--- config.mk ---
export PLATFORM = sky130hd
export DESIGN_NAME = switch_conditioner
export DESIGN_NICKNAME = d
export VERILOG_FILES = /design/src/rtl/switch_conditioner_pkg.sv /design/src/rtl/switch_conditioner_debounce_bit.sv /design/src/rtl/switch_conditioner.sv
export SDC_FILE = /design/constraint.sdc
export NUM_CORES = 1
export LEC_CHECK = 0
export CORE_MARGIN = 5
export CORE_UTILIZATION = 52
export CTS_CLUSTER_SIZE = 24
export DETAILED_ROUTE_END_ITERATION = 12
export PLACE_DENSITY = 0.82
export SLEW_MARGIN = 0
export SYNTH_ARGS = -nofsm -noshare
export SYNTH_HDL_FRONTEND = slang
export SYNTH_SLANG_ARGS = --single-unit
--- constraint.sdc ---
create_clock -name clk_clk -period 2.15 [get_ports clk_clk]
set_clock_uncertainty 0.2 [all_clocks]
set_input_delay 0.43 -clock clk_clk [delete_from_list [all_inputs] [get_ports clk_clk]]
set_output_delay 0.43 -clock clk_clk [all_outputs]
set_load 0.01 [all_outputs]
--- src/rtl/switch_conditioner_pkg.sv ---
// Shared types and constants for the switch conditioner slice.
package switch_conditioner_pkg;

    // Per-bit debounce state, 1-bit encoding
    typedef enum logic {
        STABLE   = 1'b0,
        COUNTING = 1'b1
    } sw_state_e;

    localparam int unsigned SW_WIDTH            = 4;
    localparam int unsigned SW_DEBOUNCE_DEFAULT = 500000;

    // Bits needed to hold 0..cycles inclusive
    function automatic int unsigned sw_cnt_width(input int unsigned cycles);
        return $clog2(cycles + 1);
    endfunction

endpackage

--- src/rtl/switch_conditioner_debounce_bit.sv ---
// One switch bit: synchroniser, STABLE/COUNTING FSM and stability counter.
// Module name kept as switch_debounce_bit for drop-in compatibility.
module switch_debounce_bit
    import switch_conditioner_pkg::*;
#(
    parameter int unsigned DEBOUNCE_CYCLES = SW_DEBOUNCE_DEFAULT,
    parameter int unsigned SYNC_STAGES     = 2
) (
    input  logic clk,
    input  logic rst_n,
    input  logic raw,
    output logic level,
    output logic changed,
    output logic stable
);

    localparam int unsigned    CW   = sw_cnt_width(DEBOUNCE_CYCLES);
    localparam logic [CW-1:0]  TERM = CW'(DEBOUNCE_CYCLES);

    logic [SYNC_STAGES-1:0] sync_q;
    logic                   sync;
    sw_state_e              state_q, state_d;
    logic [CW-1:0]          cnt_q, cnt_d;
    logic                   level_q, level_d;
    logic                   pulse_q, pulse_d;

    // Synchroniser chain; only the last stage is used downstream
    always_ff @(posedge clk or negedge rst_n) begin
        if (!rst_n) sync_q <= '0;
        else        sync_q <= {sync_q[SYNC_STAGES-2:0], raw};
    end

    assign sync = sync_q[SYNC_STAGES-1];

    // State register
    always_ff @(posedge clk or negedge rst_n) begin
        if (!rst_n) state_q <= STABLE;
        else        state_q <= state_d;
    end

    // Next-state: leave STABLE on a mismatch, return on bounce-back or acceptance
    always_comb begin
        state_d = state_q;
        case (state_q)
            STABLE:   if (sync != level_q) state_d = COUNTING;
            COUNTING: if (sync == level_q || cnt_q == TERM) state_d = STABLE;
            default:  state_d = STABLE;
        endcase
    end

    // Datapath next values: counter, accepted level and change pulse
    always_comb begin
        cnt_d   = '0;
        level_d = level_q;
        pulse_d = 1'b0;
        case (state_q)
            STABLE: begin
                if (sync != level_q) cnt_d = CW'(1);
            end
            COUNTING: begin
                if (sync != level_q) begin
                    if (cnt_q == TERM) begin
                        level_d = ~level_q;
                        pulse_d = 1'b1;
                    end else begin
                        cnt_d = cnt_q + CW'(1);
                    end
                end
            end
            default: cnt_d = '0;
        endcase
    end

    // Datapath registers
    always_ff @(posedge clk or negedge rst_n) begin
        if (!rst_n) begin
            cnt_q   <= '0;
            level_q <= 1'b0;
            pulse_q <= 1'b0;
        end else begin
            cnt_q   <= cnt_d;
            level_q <= level_d;
            pulse_q <= pulse_d;
        end
    end

    // Outputs
    always_comb begin
        level   = level_q;
        changed = pulse_q;
        stable  = (state_q == STABLE);
    end

endmodule

--- src/rtl/switch_conditioner.sv ---
// Switch conditioner: per-bit sync + debounce feeding the switches PIO.
// Optional sticky change interrupts when SWITCH_CONDITIONER_IRQ_EN is defined.
module switch_conditioner
    import switch_conditioner_pkg::*;
#(
    parameter int unsigned WIDTH           = SW_WIDTH,
    parameter int unsigned DEBOUNCE_CYCLES = SW_DEBOUNCE_DEFAULT,
    parameter int unsigned SYNC_STAGES     = 2
) (
    input  logic             clk_clk,
    input  logic             reset_reset_n,
    input  logic [WIDTH-1:0] sw_raw,
    output logic [WIDTH-1:0] switches_export,
    output logic [WIDTH-1:0] sw_changed,
    output logic             sw_settled
`ifdef SWITCH_CONDITIONER_IRQ_EN
    ,
    input  logic [WIDTH-1:0] irq_clear,
    output logic [WIDTH-1:0] irq_pending
`endif
);

    logic [WIDTH-1:0] stable_vec;
    logic             settled_q;

    for (genvar i = 0; i < WIDTH; i++) begin : g_bit
        switch_debounce_bit #(
            .DEBOUNCE_CYCLES (DEBOUNCE_CYCLES),
            .SYNC_STAGES     (SYNC_STAGES)
        ) u_bit (
            .clk     (clk_clk),
            .rst_n   (reset_reset_n),
            .raw     (sw_raw[i]),
            .level   (switches_export[i]),
            .changed (sw_changed[i]),
            .stable  (stable_vec[i])
        );
    end

    // Settled flag reflects the previous cycle's per-bit states
    always_ff @(posedge clk_clk or negedge reset_reset_n) begin
        if (!reset_reset_n) settled_q <= 1'b1;
        else                settled_q <= &stable_vec;
    end

    assign sw_settled = settled_q;

`ifdef SWITCH_CONDITIONER_IRQ_EN
    logic [WIDTH-1:0] pending_q;

    // Sticky pending bits; a new change overrides a same-cycle clear
    always_ff @(posedge clk_clk or negedge reset_reset_n) begin
        if (!reset_reset_n) pending_q <= '0;
        else                pending_q <= (pending_q & ~irq_clear) | sw_changed;
    end

    assign irq_pending = pending_q;
`endif

endmodule

# Word-level counts from Yosys, hierarchy flattened
# Cells that the tools add are included.
# word_totals
output_inout_bits	9
word_cells	94
in_bits	6
regBits	97
# classes
reduce_logical	9
n_mux	40
addsub	4
eq_ne	12
bitwise	8
# op_table
operator	count
two-way mux 19 bit	8
case mux 19 bit (2 select lines)	4
adder 19 x 1 -> 19 bit (second input constant)	4
== test 19 bit (second input constant)	4
two-way mux 1 bit	24
AND reduction 3 bit	4
inverter 1 bit	8
case mux 1 bit (2 select lines)	4
== test 1 bit	4
logical OR 1 bit	4
inequality test 1 bit	4
AND reduction 4 bit	1

# Logic depth before layout (Yosys ltp)
# logic_depth
word_depth	4
mapped_depth	8
mapped_depth_nobuf	6

# By module
# From an unflattened synthesis, not the netlist that was laid out.
# hier_totals
hier_cells	474
area_unflattened_um2	4779.6
# modules_own_cells
module	cells_per_inst	n_inst	seq_area_each_um2	area_per_inst_um2
switch_debounce_bit	118	4	600.6	1186.1
switch_conditioner	2	1	26.3	35.0

# Worst setup path after synthesis
# Ideal clock, no wire load.
# synth_timing
kind	flip-flop to flip-flop
startpoint	register g_bit[0].u_bit.cnt_q[6]
endpoint	register g_bit[0].u_bit.cnt_q[13]
required_time_ns	1.831
path_buffers	1
slack_ns	-0.030
setup_time_ns	0.119
t_arrival_ns	1.861
path_stages_with_launch	6
period_less_slack_ns	2.180
cell_sequence	dfrtp_1 -> or4b_1 -> or4_4 -> o21bai_4 -> buf_6 -> nor2_1
# synth_via
elab_chain_len	4
word_cells_on_any_way	5
classes_between	add/sub: 1; eq/ne: 1; mux: 3
# synth_lines
item	line	source
from (decl)	switch_conditioner_debounce_bit.sv:23	logic [CW-1:0] cnt_q, cnt_d;
from (signal assigned)	switch_conditioner_debounce_bit.sv:81	cnt_q <= cnt_d;
adder 19 x 1 -> 19 bit or == test 19 bit (tied branches)	switch_conditioner_debounce_bit.sv:66, switch_conditioner_debounce_bit.sv:62	
two-way mux 19 bit *	switch_conditioner_debounce_bit.sv:62	if (cnt_q == TERM) begin
two-way mux 19 bit *	switch_conditioner_debounce_bit.sv:61	if (sync != level_q) begin
case mux 19 bit (2 select lines) *	switch_conditioner_debounce_bit.sv:56	case (state_q)
via g_bit[0].u_bit.cnt_d[13]	switch_conditioner_debounce_bit.sv:23	
# Mark *: on every way through the listed nets, which the timed path passes. The rest lies on a longest branch.
# A chain may end at the register's enable or synchronous reset.

# Worst setup path in the final report
# layout_timing
startpoint	register g_bit[3].u_bit.cnt_q[0]
endpoint	register g_bit[3].u_bit.cnt_q[10]
# layout_via
elab_chain_len	4
word_cells_on_any_way	5
classes_between	add/sub: 1; eq/ne: 1; mux: 3
# layout_lines
item	line
from (decl)	switch_conditioner_debounce_bit.sv:23
from (signal assigned)	switch_conditioner_debounce_bit.sv:81
adder 19 x 1 -> 19 bit or == test 19 bit (tied branches)	switch_conditioner_debounce_bit.sv:66, switch_conditioner_debounce_bit.sv:62
two-way mux 19 bit *	switch_conditioner_debounce_bit.sv:62
two-way mux 19 bit *	switch_conditioner_debounce_bit.sv:61
case mux 19 bit (2 select lines) *	switch_conditioner_debounce_bit.sv:56
via g_bit[3].u_bit.cnt_d[10]	switch_conditioner_debounce_bit.sv:23
# Marked as above.

==> results_dict.tcl <==
set metrics [dict create \
    outcome "completed" \
    grt_max_degree 42 \
    buffer_ports.inserted 14 \
    n_antenna_cell 0 \
    crit-reg2reg-launch "g_bit[3].u_bit.cnt_q[0]" \
    detailedRoute.firstIterationViolations 201 \
    postSynthRegisterBits 97 \
    timing.critical_path.fanout_max 9 \
    min-delay-start "g_bit[0].u_bit.sync_q[0]" \
    synthDominantCellAreaShare 0.498 \
    synth_top_family_by_area "simple AND/OR/NAND/NOR gates" \
    crit_arrival_ps 2180 \
    dieArea_um2 11300 \
    grt_pass1_wl_um 16200 \
    ys_seq_area_frac 0.504 \
    final.fill_count 719 \
    drc 0 \
    htreeDepth 3 \
    worst_hold_slack_ps 156 \
    max_cap_viols 0 \
    dp.final_hpwl_um 6520 \
    netlist_instances 475 \
    drt_pre_antenna_iters 4 \
    finalHoldViolCount 0 \
    routabilityCongestion 0.904 \
    crit_path_start_kind "flop" \
    clkSinkCount 97 \
    achievable-frequency_ghz 0.472 \
    rsz_0062_raised_after_global_routing "true" \
    start_util 0.527 \
    routed-via-count 3641 \
    grt-ovfl-total 0 \
    synth-edff-count 0 \
    max_slew.worst_pin.slew_ps 440 \
    p_total_mw 3.20 \
    timing.hold.worst.class "reg2reg" \
    irDropWorstVdd_mv 0.407 \
    row_count 35 \
    yosys.cell_types.count 43 \
    min_period_ps 2120 \
    endpoint_kind "flop" \
    mux_contribution_to_synthesized_area 0.0109 \
    critPathRequiredTime_ps 2210 \
    postSynth.asyncResetShare 1.00 \
    startpoint "g_bit[3].u_bit.cnt_q[0]" \
    chipWidth_um 106 \
    synth_area_per_cell_um2 10.1 \
    core-area_um2 9150 \
    antenna_left 0 \
    netlist_area_um2 4820 \
    syn_to_final_growth_pct 15.6 \
    syn-num-nets 489 \
    synth_top_cell_by_area "sky130_fd_sc_hd__dfrtp_1" \
    yosys_most_used_dff "sky130_fd_sc_hd__dfrtp_1" \
    setup-violations-final 0 \
    ys_top_cells_by_area "sky130_fd_sc_hd__dfrtp_1 (50%), sky130_fd_sc_hd__xnor2_1 (6.2%), sky130_fd_sc_hd__nor2_1 (5.2%), sky130_fd_sc_hd__xor2_1 (4.9%), sky130_fd_sc_hd__nand4_1 (3.1%)" \
    area_share_of_and_or_nand_nor_cells_after_synthesis 0.263 \
    path_clk_slew_ps 110 \
    synth_xor_xnor_area_share 0.111 \
    number_of_global_route_vias_before_repair 3640 \
    wirelength_um 9690 \
    fin_crit_sh 0.985 \
    cts-buffers-inserted 9 \
    grt_antenna_before_repair 0 \
    relSlewSlack 0.703 \
    synth-compound-area-share 0.0496 \
    grt_use_total 0.175 \
    die_y_um 106 \
    power.leakage_nw 2.23 \
    power.density_nw_per_um2 574 \
    synth_adder_area_share 0.0208 \
    top_level_ports 15 \
    cts_tree "yes" \
    layout_nets 531 \
    ys_warn_count 0 \
    drive_above_1_share 0.140 \
    slew_viol_final 0 \
    route.detailed.wl_per_inst_um 15.3 \
    clk_path_buf_depth 2 \
    timing_worst_setup_path_type "reg2reg" \
    worstSkewPairLatency_ps 370 \
    number_of_vias_per_cell_after_detailed_routing 5.75 \
    ctsRootBufferMaster "sky130_fd_sc_hd__clkbuf_8" \
]
[final cells by class]
class / instances / area [µm²] / share of cell area
multi-input combinational: 341 / 2250 / 0.403
tap: 111 / 139 / 0.0249
sequential: 97 / 2430 / 0.436
inverter: 17 / 63.8 / 0.0115
clock inverter: 7 / 70.1 / 0.0126
timing repair buffer: 51 / 498 / 0.0894
clock buffer: 9 / 124 / 0.0222
[cells by family (layout without fill, tap and decap cells)]
group / after synthesis / in the layout
XOR/XNOR: 61 / 61
adder cells (fa/ha/maj): 8 / 8
multiplexers: 5 / 5
flip-flops: 97 / 97
buffers and inverters: 37 / 84
AND/OR/NAND/NOR: 229 / 229
AO/OA/AOI/OAI: 38 / 38
[registers in the layout, indices dropped and copies added (netlist names)]
signal	flops
g_bit.u_bit.changed	4
g_bit.u_bit.cnt_q	76
g_bit.u_bit.level	4
g_bit.u_bit.state_q	4
g_bit.u_bit.sync_q	8
sw_settled	1
[placed cells by master, fill, tap and decap left out, types with 7 or more instances in the layout]
master	count
sky130_fd_sc_hd__a21oi_1	18
sky130_fd_sc_hd__clkdlybuf4s50_1	13
sky130_fd_sc_hd__nand2_1	23
sky130_fd_sc_hd__nand4_1	24
sky130_fd_sc_hd__inv_1	17
sky130_fd_sc_hd__nor4_1	14
sky130_fd_sc_hd__o21ai_0	10
sky130_fd_sc_hd__nor3_1	12
sky130_fd_sc_hd__clkbuf_8	9
sky130_fd_sc_hd__dfrtp_1	96
sky130_fd_sc_hd__xor2_1	27
sky130_fd_sc_hd__ha_1	7
sky130_fd_sc_hd__xnor2_1	34
sky130_fd_sc_hd__buf_4	31
sky130_fd_sc_hd__nor4b_1	9
sky130_fd_sc_hd__nor2_1	67
sky130_fd_sc_hd__nand3_1	29
sky130_fd_sc_hd__and4_1	7
[worst max-delay path: stages, from the launching register on]
cell and delay [ps]:
sky130_fd_sc_hd__dfrtp_1 400, sky130_fd_sc_hd__inv_1 60, sky130_fd_sc_hd__ha_2 160, sky130_fd_sc_hd__or4b_4 470
sky130_fd_sc_hd__nor3_4 200, sky130_fd_sc_hd__buf_4 160, sky130_fd_sc_hd__a211o_4 160, sky130_fd_sc_hd__clkbuf_16 150
sky130_fd_sc_hd__nor2_1 60
[where the power goes]
group          internal (mW)  switching [mW]
logic                 0.0736          0.0984
registers               1.85          0.0207
clock network          0.453           0.705
total                   2.37           0.825
[Yosys cell counts (8+ instances only)]
library cell	n
sky130_fd_sc_hd__dfrtp_1	96
sky130_fd_sc_hd__nor2_1	67
sky130_fd_sc_hd__xnor2_1	34
sky130_fd_sc_hd__nand3_1	29
sky130_fd_sc_hd__xor2_1	27
sky130_fd_sc_hd__nand4_1	24
sky130_fd_sc_hd__nand2_1	23
sky130_fd_sc_hd__a21oi_1	18
sky130_fd_sc_hd__inv_1	17
sky130_fd_sc_hd__nor4_1	15
sky130_fd_sc_hd__nor3_1	13
sky130_fd_sc_hd__buf_4	11
sky130_fd_sc_hd__o21ai_0	10
sky130_fd_sc_hd__nor4b_1	9
sky130_fd_sc_hd__ha_1	8
[stage by stage]
stage	setup slack, ps	cells	cell area (µm²)	util	setup TNS, ps
3_3_place_gp	58.4	613	5290	0.578	0
6_report	32.6	633	5570	0.609	0
2_1_floorplan	1.53	475	4830	-	0
3_5_place_dp	9.19	613	5290	0.578	0
5_1_grt	-42.8	633	5570	0.609	-331
4_1_cts	15.5	630	5490	0.600	0
[final timing paths]
kind,end,slack [ps],cells past startpoint
setup / recovery,g_bit[3].u_bit.cnt_q[10],30,8
hold / removal,g_bit[0].u_bit.sync_q[1],160,0
setup reg to reg,g_bit[3].u_bit.cnt_q[10],30,8
hold reg to reg,g_bit[0].u_bit.sync_q[1],160,0
max in group asynchronous,g_bit[0].u_bit.sync_q[0],930,3
min in group asynchronous,g_bit[2].u_bit.cnt_q[13],300,2
[routing by layer]
layer / vias up / share of wire / global-route usage
met5: - / 0 / 0
met4: 0 / 0.029 / 0.0860
met3: 23 / 0.033 / 0.0267
met2: 88 / 0.49 / 0.285
met1: 1775 / 0.45 / 0.227
li1: 1755 / - / -
[repair_timing]
item	in CTS	in global routing
resized for setup	0	8
pin swaps	1	2
endpoints found under the hold margin	22	0
setup endpoints to repair	5	20
setup buffers	0	2
hold buffers	1	0
gates cloned	0	1
No activity file was read; power rests on OpenSTA's default activity.
